===== config.mk =====
export PLATFORM = sky130hd
export DESIGN_NAME = gate_delay_pipe
export DESIGN_NICKNAME = d
export VERILOG_FILES = /design/src/rtl/gate_delay_pipe_pkg.sv /design/src/rtl/gate_delay_pipe_alu.sv /design/src/rtl/gate_delay_pipe.sv
export SDC_FILE = /design/constraint.sdc
export NUM_CORES = 1
export LEC_CHECK = 0
export CORE_MARGIN = 2
export CORE_UTILIZATION = 50
export CTS_CLUSTER_SIZE = 8
export DETAILED_ROUTE_END_ITERATION = 12
export DONT_BUFFER_PORTS = 1
export SYNTH_ARGS = -nofsm -noshare
export SYNTH_HDL_FRONTEND = slang
export SYNTH_SLANG_ARGS = --single-unit

===== constraint.sdc =====
create_clock -name CLK -period 4.9 [get_ports CLK]
set_input_delay 0.98 -clock CLK [delete_from_list [all_inputs] [get_ports CLK]]
set_output_delay 0.98 -clock CLK [all_outputs]
set_load 0.02 [all_outputs]

===== src/rtl/gate_delay_pipe_pkg.sv =====
// Shared definitions for the gate_delay_pipe block and its combinational gate.
//   OP_W       : width of the operation select
//   gate_op_e  : operation encodings (AND, OR, NAND, NOR, XOR, XNOR, NOT A, pass A)
package gate_delay_pipe_pkg;

    localparam int OP_W = 3;

    typedef enum logic [OP_W-1:0] {
        GATE_AND   = 3'd0,
        GATE_OR    = 3'd1,
        GATE_NAND  = 3'd2,
        GATE_NOR   = 3'd3,
        GATE_XOR   = 3'd4,
        GATE_XNOR  = 3'd5,
        GATE_NOTA  = 3'd6,
        GATE_PASSA = 3'd7
    } gate_op_e;

endpackage


===== src/rtl/gate_delay_pipe_alu.sv =====
// Purely combinational WIDTH-bit bitwise gate, reusable by other logic blocks.
// Ports:
//   a, b : operands
//   op   : operation select (gate_op_e encoding)
//   r    : result
module gate_alu
    import gate_delay_pipe_pkg::*;
#(
    parameter int WIDTH = 8
) (
    input  logic [WIDTH-1:0] a,
    input  logic [WIDTH-1:0] b,
    input  logic [OP_W-1:0]  op,
    output logic [WIDTH-1:0] r
);

    always_comb begin
        r = '0;
        case (gate_op_e'(op))
            GATE_AND:   r = a & b;
            GATE_OR:    r = a | b;
            GATE_NAND:  r = ~(a & b);
            GATE_NOR:   r = ~(a | b);
            GATE_XOR:   r = a ^ b;
            GATE_XNOR:  r = ~(a ^ b);
            GATE_NOTA:  r = ~a;
            GATE_PASSA: r = a;
            default:    r = '0;
        endcase
    end

endmodule


===== src/rtl/gate_delay_pipe.sv =====
// Bitwise gate whose result is delayed by a programmable 0..MAX_DELAY clocks
// through a free-running {valid, data} shift pipeline (no backpressure).
// Ports:
//   CLK, RST_N     : rising-edge clock, asynchronous active-low reset
//   IN_VALID, A, B : input item and operands
//   OP             : gate operation, captured per item
//   DELAY          : requested latency, clamped to MAX_DELAY; a change while
//                    items are in flight takes effect once the pipe drains
//   FLUSH          : drop every in-flight item and the current input
//   OUT_VALID, X   : delayed result (X is 0 whenever OUT_VALID is 0)
//   BUSY           : at least one item is in flight
module gate_delay_pipe
    import gate_delay_pipe_pkg::*;
#(
    parameter int  WIDTH     = 8,
    parameter int  MAX_DELAY = 8,
    localparam int DW        = $clog2(MAX_DELAY + 1)
) (
    input  logic             CLK,
    input  logic             RST_N,
    input  logic             IN_VALID,
    input  logic [WIDTH-1:0] A,
    input  logic [WIDTH-1:0] B,
    input  logic [OP_W-1:0]  OP,
    input  logic [DW-1:0]    DELAY,
    input  logic             FLUSH,
    output logic             OUT_VALID,
    output logic [WIDTH-1:0] X,
    output logic             BUSY
);

    localparam logic [DW-1:0] MAX_D = DW'(MAX_DELAY);

    logic [WIDTH-1:0]              r;
    logic [MAX_DELAY:1]            valid_reg, valid_next, in_window;
    logic [MAX_DELAY:1][WIDTH-1:0] data_reg, data_next;
    logic [DW-1:0]                 dly_reg, delay_clamped, d;
    logic                          accept, busy, sel_valid;
    logic [WIDTH-1:0]              sel_data;

    gate_alu #(.WIDTH(WIDTH)) u_alu (
        .a  (A),
        .b  (B),
        .op (OP),
        .r  (r)
    );

    assign delay_clamped = (DELAY > MAX_D) ? MAX_D : DELAY;
    assign accept        = IN_VALID & ~FLUSH;

    // BUSY only looks at stages 1..dly_reg, so it can be computed from
    // registered state alone; the effective delay then depends on it.
    assign busy = |(valid_reg & in_window);
    assign d    = busy ? dly_reg : delay_clamped;

    genvar gi;
    generate
        for (gi = 1; gi <= MAX_DELAY; gi++) begin : g_stage
            assign in_window[gi] = (DW'(gi) <= dly_reg);
            if (gi == 1) begin : g_first
                // With d = 0 the result is bypassed, so nothing enters.
                assign valid_next[gi] = accept & (d != '0);
                assign data_next[gi]  = r;
            end else begin : g_rest
                // An item leaving stage d is retired rather than shifted on,
                // so no stale valid bit survives beyond the active window
                // to resurface after a later increase of the delay.
                assign valid_next[gi] = valid_reg[gi-1] & ~FLUSH & (DW'(gi - 1) < d);
                assign data_next[gi]  = data_reg[gi-1];
            end
        end
    endgenerate

    always_ff @(posedge CLK or negedge RST_N) begin
        if (!RST_N) begin
            valid_reg <= '0;
            data_reg  <= '0;
            dly_reg   <= '0;
        end else begin
            valid_reg <= valid_next;
            data_reg  <= data_next;
            if (!busy) begin
                dly_reg <= d;
            end
        end
    end

    always_comb begin
        sel_valid = 1'b0;
        sel_data  = '0;
        if (d == '0) begin
            sel_valid = accept;
            sel_data  = r;
        end else begin
            for (int i = 1; i <= MAX_DELAY; i++) begin
                if (d == DW'(i)) begin
                    sel_valid = valid_reg[i] & ~FLUSH;
                    sel_data  = data_reg[i];
                end
            end
        end
    end

    // Gating with RST_N keeps the bypass path quiet while reset is held.
    assign OUT_VALID = RST_N & sel_valid;
    assign X         = OUT_VALID ? sel_data : '0;
    assign BUSY      = busy;

endmodule

==> summary.md, run 1 <==
| Metric | Value |
|---|---|
| Clk_lat worst skew | 0.35 ns |
| Largest register FFs | 56 |
| Initial antenna violation count | 0 |
| Post-Route Skew | 0.0116 ns |
| Row count | 32 |
| Max Freq | 0.218 GHz |
| I/O pins | 37 |
| RSZ-0062 raised after global routing | false |
| FILL cells | 695 |
| Maximum vdd ir drop | 0.149 mV |
| Pleak | 0.00198 uW |
| Final hold violation count | 0 |
| First-pass GRT wire length | 14,500 um |
| GRT overflow | 0 |
| Crit Path Max Fanout | 18 |
| FF-to-FF End | valid_reg[3] |
| Max-Cap Viols | 0 |
| Post-Synth Simple-Gate Area | 17.0% |
| Pre-CTS WS | 0.667 ns |
| CP Cell Sequence | o41ai_2, o221ai_2, nor2_4, inv_2, a21oi_4, inv_2, and3_1, o311ai_2, a31oi_4, nor4b_2, buf_4 |
| Core region area | 7730 sq um |
| CP most frequent cell | inv_2 |
| GRT Total Usage | 21.5% |
| Final Wtd Congestion | 0.833 |
| Sw frac | 33.4% |
| Commonest non-fill, non-tap cell in the layout | dfrtp_1 |
| Multi-input gate area | 1910 sq um |
| Via Count | 2,959 |
| Tmin final | 4.60 ns |
| Total Neg Setup Slack | 0 ns |
| Port bufs | 0 |
| Primary FF master, synth | dfrtp_1 |
| Worst Tran Pin Value | 0.576 ns |
| Vias per cell | 5.77 |
| Slew headroom | 61.6% |
| Share of async-settable or async-resettable flops after synthesis | 100% |
| Final setup fails | 0 |
| Crit end category | primary output |
| Syn_area_per_cell | 9.91 sq um |
| DR pass1 iterations | 5 |
| Register area share after synthesis | 47.7% |
| Vias in the first global route | 2,883 |
| Die Width | 93.3 um |
| R2R setup slack | 2.51 ns |
| Clk pwr share | 28.1% |
| Iter 0 DRT Violations | 145 |
| Mux share of post-synthesis cell area | 4.33% |
| Final period util | 93.8% |
| Worst Slack Setup Final | 0.305 ns |
| Pint | 1130 uW |
| Yosys Warn Count | 0 |
| Status | completed |
| RR Startpoint | valid_reg[5] |
| Worst EP required | 3.92 ns |
| CTS Buf Count | 9 |
| Post-DRT Antenna Nets | 0 |
| R2R depth | 8 |
| Critical Path Sink | X[5] |
| EDFF count, synth | 0 |
| WP data arrival | 3.62 ns |
| Max H-tree Level | 3 |
| N_diodes | 0 |
| Die Y | 93.3 um |
| Critical path type | reg2out |
| Clk slew on worst S/H paths | 0.08 ns |
| Die outline area | 8700 sq um |
| Sequential Area | 1900 sq um |
| Main combinational cell family by area after synthesis | compound AO/OA/AOI/OAI gates |
| Sw Pwr | 566 uW |
| Initial Util | 51.6% |
| Largest net degree at the start of global routing | 79 |
| Most frequent cells in the layout | dfrtp_1 (76), nor2_1 (35), nand2_1 (29) |
| CTS resizes | 0 |
| Netlist cell types | 64 |
| Flops & latches, synth | 76 |
| Synth Area in XOR/XNOR | 1.10% |
| Comb pwr share | 26.6% |
| Post-Syn Area | 3990 sq um |
| Post-synthesis instance total | 402 |
| Worst path max stage delay | 0.44 ns |
| Synth Net Count | 445 |
| CTS Root Cell | clkbuf_8 |
| Final Net Count | 449 |
| Sink Count | 76 |
| Share of cells above drive strength 1 | 11.2% |
| Max-slew violations | 0 |
| Critical path origin | valid_reg[5] |
| Post-DP HPWL | 6140 um |
| CTS tree | built |
| Worst hold-check path type | in2async |
| Startpoint types | flop |
| Drt total wl | 8720 um |
| DRC | 0 |
| Post-CTS Setup Inserts | 0 |
| Mean routed wirelength per cell | 17.0 um |
| Complex-gate fraction of the synthesized area | 20.2% |
| PD cells | 392 nW/um^2 |
| Reg power frac | 45.3% |
| Critical-path top delay cell | dfrtp_1 |
| Clock Path Buffers | 2 |
| Hold-fix buffers, CTS | 0 |
| Area delta synth->final | 8.57% |
| Post-Synth Adder-Cell Area | 5.02% |
-- synth_stat cells, types with 4 or more instances --
cell	count	area, sq um
dfrtp_1	76	1900
nor2_1	35	131
nand2_1	29	109
inv_1	28	105
a21oi_1	24	120
o21ai_0	21	105
ha_1	16	200
mux2i_1	15	150
nand2b_1	11	68.8
nor2b_1	11	68.8
o22ai_1	10	62.6
clkbuf_1	9	33.8
nand3_1	7	35.0
and3_1	6	37.5
nor3_1	6	30.0
buf_2	5	25.0
xnor2_1	5	43.8
and2_1	4	25.0
o221ai_1	4	35.0
-- metal layers --
layer | global-route usage [%] | vias up | wire length [um]
li1 | - | 1449 | -
met1 | 29.0 | 1439 | 3990
met2 | 35.1 | 62 | 4240
met3 | 4.27 | 9 | 374
met4 | 6.74 | 0 | 119
met5 | 0 | - | 0
-- metrics by stage --
stage | hold slack (ns) | total power [uW] | cell area, sq um | util, % | instances
after floorplan | 0.346 | 1120 | 3990 | - | 402
after CTS | 0.303 | 1710 | 4320 | 55.9 | 513
after global placement | 0.354 | 1230 | 4120 | 53.3 | 497
after global routing | 0.293 | 1800 | 4330 | 56.0 | 513
final | 0.321 | 1700 | 4330 | 56.0 | 513
after detailed placement | 0.355 | 1230 | 4120 | 53.3 | 497
-- power groups by stage --
stage               logic [uW]  registers, uW  clock network, uW
finish                     451            768                477
global route               501            779                521
CTS                        450            768                491
detailed placement         447            779                  0
global placement           448            780                  0
floorplan                  358            759                  0
-- critical path: cells and delay by family, from the launching register on --
kind / cells / cell delay (ns)
buf+inv: 3 / 0.52
flops: 1 / 0.44
compound gates: 5 / 1.64
simple gates: 3 / 0.67
-- kinds of logic (layout without fill, tap and decap cells) --
kind of cell             count (synthesis)  count (layout)
AND/OR/NAND/NOR                        130             130
AO/OA/AOI/OAI                          111             111
flip-flops                              76              76
buffers and inverters                   47              56
multiplexers                            17              17
adder cells (fa/ha/maj)                 16              16
XOR/XNOR                                 5               5
-- worst min-delay path by stage --
stage | to | cells past startpoint | start
floorplan | data_reg[62] | 0 | data_next[62]
global placement | data_next[29] | 0 | data_next[21]
detailed placement | data_next[30] | 0 | data_next[22]
CTS | dly_reg[3] | 0 | RST_N
global route | data_next[12] | 0 | RST_N
finish | dly_reg[3] | 0 | RST_N
-- final cells by class --
cell class | count | share of cell area, %
Clock buffer | 11 | 3.27
Clock inverter | 5 | 1.36
Sequential cell | 76 | 44.0
Inverter | 30 | 2.60
Timing Repair Buffer | 10 | 1.74
Tap cell | 102 | 2.95
Multi-Input combinational cell | 279 | 44.1
(Power assumes the default switching activity.)
==> inputs of run 2 (changes only) <==
CTS_BUF_LIST = sky130_fd_sc_hd__clkbuf_4   (was not set)
==> run 2 against run 1 <==
Wire length down 0.29%. Critical path type unchanged. Highest routed layer unchanged. Count of clock-buffer cells in the layout decreased by 1. Worst setup slack improved by 0.098 ns. Final cell count increased by 0.39%.
==> summary.md, run 2 (synthesized netlist as in run 1, its figures left out) <==
| Metric | Value |
|---|---|
| GRT overflow | 0 (unchanged) |
| Commonest non-fill, non-tap cell in the layout | dfrtp_1 |
| RSZ-0062 raised after global routing | false |
| Slew headroom | 61.6% (about the same) |
| Initial Util | 51.6% (unchanged) |
| Final period util | 91.8% (-2.0 points) |
| Crit end category | primary output |
| Vias in the first global route | 2,896 (+0.45%) |
| Pint | 1050 uW (-7.5%) |
| Share of cells above drive strength 1 | 11.6% (+0.43 points) |
| Pleak | 0.00197 uW (-0.84%) |
| N_diodes | 0 (unchanged) |
| Cell family with most CP delay | compound AO/OA/AOI/OAI gates |
| Final hold violation count | 0 (unchanged) |
| Clk slew on worst S/H paths | 0.12 ns (+0.04 ns) |
| I/O pins | 37 (unchanged) |
| Clk_lat worst skew | 0.41 ns (+0.06 ns) |
| Status | completed |
| Post-DP HPWL | 6140 um (unchanged) |
| Initial antenna violation count | 0 (unchanged) |
| PD cells | 374 nW/um^2 (-4.7%) |
| Hold-fix buffers, CTS | 0 (unchanged) |
| Worst hold-check path type | in2async |
| Sw frac | 34.6% (+1.3 points) |
| Post-Route Skew | 0.0176 ns (+0.00605 ns) |
| Startpoint types | flop |
| Core region area | 7730 sq um (unchanged) |
| Total Neg Setup Slack | 0 ns (unchanged) |
| FILL cells | 705 (+1.4%) |
| Max-slew violations | 0 (unchanged) |
| Reg power frac | 48.0% (+2.7 points) |
| Sink Count | 76 (unchanged) |
| Drt total wl | 8700 um (-0.29%) |
| WP data arrival | 3.52 ns (-0.10 ns) |
| Worst Tran Pin Value | 0.576 ns (+0.000267 ns) |
| Maximum vdd ir drop | 0.150 mV (+1.2%) |
| GRT Total Usage | 21.4% (-0.10 points) |
| Crit Path Max Fanout | 12 (-6) |
| Die Width | 93.3 um (unchanged) |
| Max-Cap Viols | 0 (unchanged) |
| Largest net degree at the start of global routing | 79 (unchanged) |
| Die outline area | 8700 sq um (unchanged) |
| Worst path max stage delay | 0.48 ns (+0.04 ns) |
| Largest register FFs | 56 (unchanged) |
| CTS tree | built |
| Worst EP required | 3.92 ns (about the same) |
| Worst Slack Setup Final | 0.403 ns (+0.0982 ns) |
| Area delta synth->final | 7.38% |
| Clk pwr share | 23.4% (-4.7 points) |
| CP bufs+invs | 2 (-1) |
| Post-DRT Antenna Nets | 0 (unchanged) |
| DRC | 0 (unchanged) |
| Comb pwr share | 28.5% (+1.9 points) |
| CTS Root Cell | clkbuf_4 |
| Final setup fails | 0 (unchanged) |
| DR pass1 iterations | 4 (-1) |
| Pre-CTS WS | 0.667 ns (unchanged) |
| Most frequent cells in the layout | dfrtp_1 (76), nor2_1 (35), nand2_1 (29) |
| Row count | 32 (unchanged) |
| Critical path type | reg2out |
| Tmin final | 4.50 ns (-0.0982 ns) |
| Max Freq | 0.222 GHz (+2.2%) |
| Final Net Count | 451 (+0.45%) |
| Sw Pwr | 554 uW (-2.1%) |
| Via Count | 2,987 (+0.95%) |
| First-pass GRT wire length | 14,400 um (-0.15%) |
| Die Y | 93.3 um (unchanged) |
| Critical-path top delay cell | a21oi_1 |
| Final Wtd Congestion | 0.833 (unchanged) |
| CTS Buf Count | 9 (unchanged) |
| Port bufs | 0 (unchanged) |
| Clock Path Buffers | 2 (unchanged) |
| Max H-tree Level | 3 (unchanged) |
| Vias per cell | 5.80 (+0.55%) |
| CP Cell Sequence | o41ai_2, o221ai_2, or2_1, and2_1, inv_1, buf_4, nand2_1, o2bb2ai_1, o221ai_1, a21oi_1 |
| Mean routed wirelength per cell | 16.9 um (-0.67%) |
| Iter 0 DRT Violations | 156 (+7.6%) |
run 2: cell type report:
type	instances	area [sq um]	share of cell area, %
clock buffers	10	75.1	1.75
well taps	102	128	2.98
multi-input cells	279	1910	44.6
repair buffers	12	90.1	2.11
inverters	30	113	2.63
clock inverters	6	62.6	1.46
flip-flops and latches	76	1900	44.4
run 2: stage by stage:
stage | instances | power [uW] | cell area, sq um | hold slack (ns) | util (%)
after global routing | 515 | 1710 | 4280 | 0.194 | 55.4
final | 515 | 1600 | 4280 | 0.243 | 55.4
after global placement | 497 | 1230 | 4120 | 0.354 | 53.3
after detailed placement | 497 | 1230 | 4120 | 0.355 | 53.3
after floorplan | 402 | 1120 | 3990 | 0.346 | -
after CTS | 513 | 1600 | 4260 | 0.221 | 55.1
run 2: per-layer routing:
layer	GRT usage (%)	wire, um
met2	35.0	4150
met1	29.2	4040
met4	6.37	81
met5	0	0
met3	4.03	432
run 2: worst paths after layout:
path,from,endpoint,slack [ns],depth (start not counted)
setup / recovery,valid_reg[5],X[0],0.40,10
hold / removal,RST_N,data_next[29],0.24,0
setup reg to reg,valid_reg[5],valid_reg[5],2.52,8
hold reg to reg,data_next[46],data_next[54],0.38,0
max in group asynchronous,RST_N,data_reg[62],4.51,0
min in group CLK,data_next[46],data_next[54],0.38,0
run 2: repair_timing:
action / CTS / global route
setup endpoints to repair: 0 / 6
setup buffers: 0 / 2
endpoints found under the hold margin: 0 / 0
gates resized for setup: 0 / 1
run 2: power groups by stage:
stage          Sequential (uW)  Combinational (uW)  Clock (uW)
2_1_floorplan              759                 358           0
3_3_place_gp               780                 448           0
3_5_place_dp               779                 447           0
4_1_cts                    767                 450         386
5_1_grt                    779                 508         419
6_report                   768                 457         375
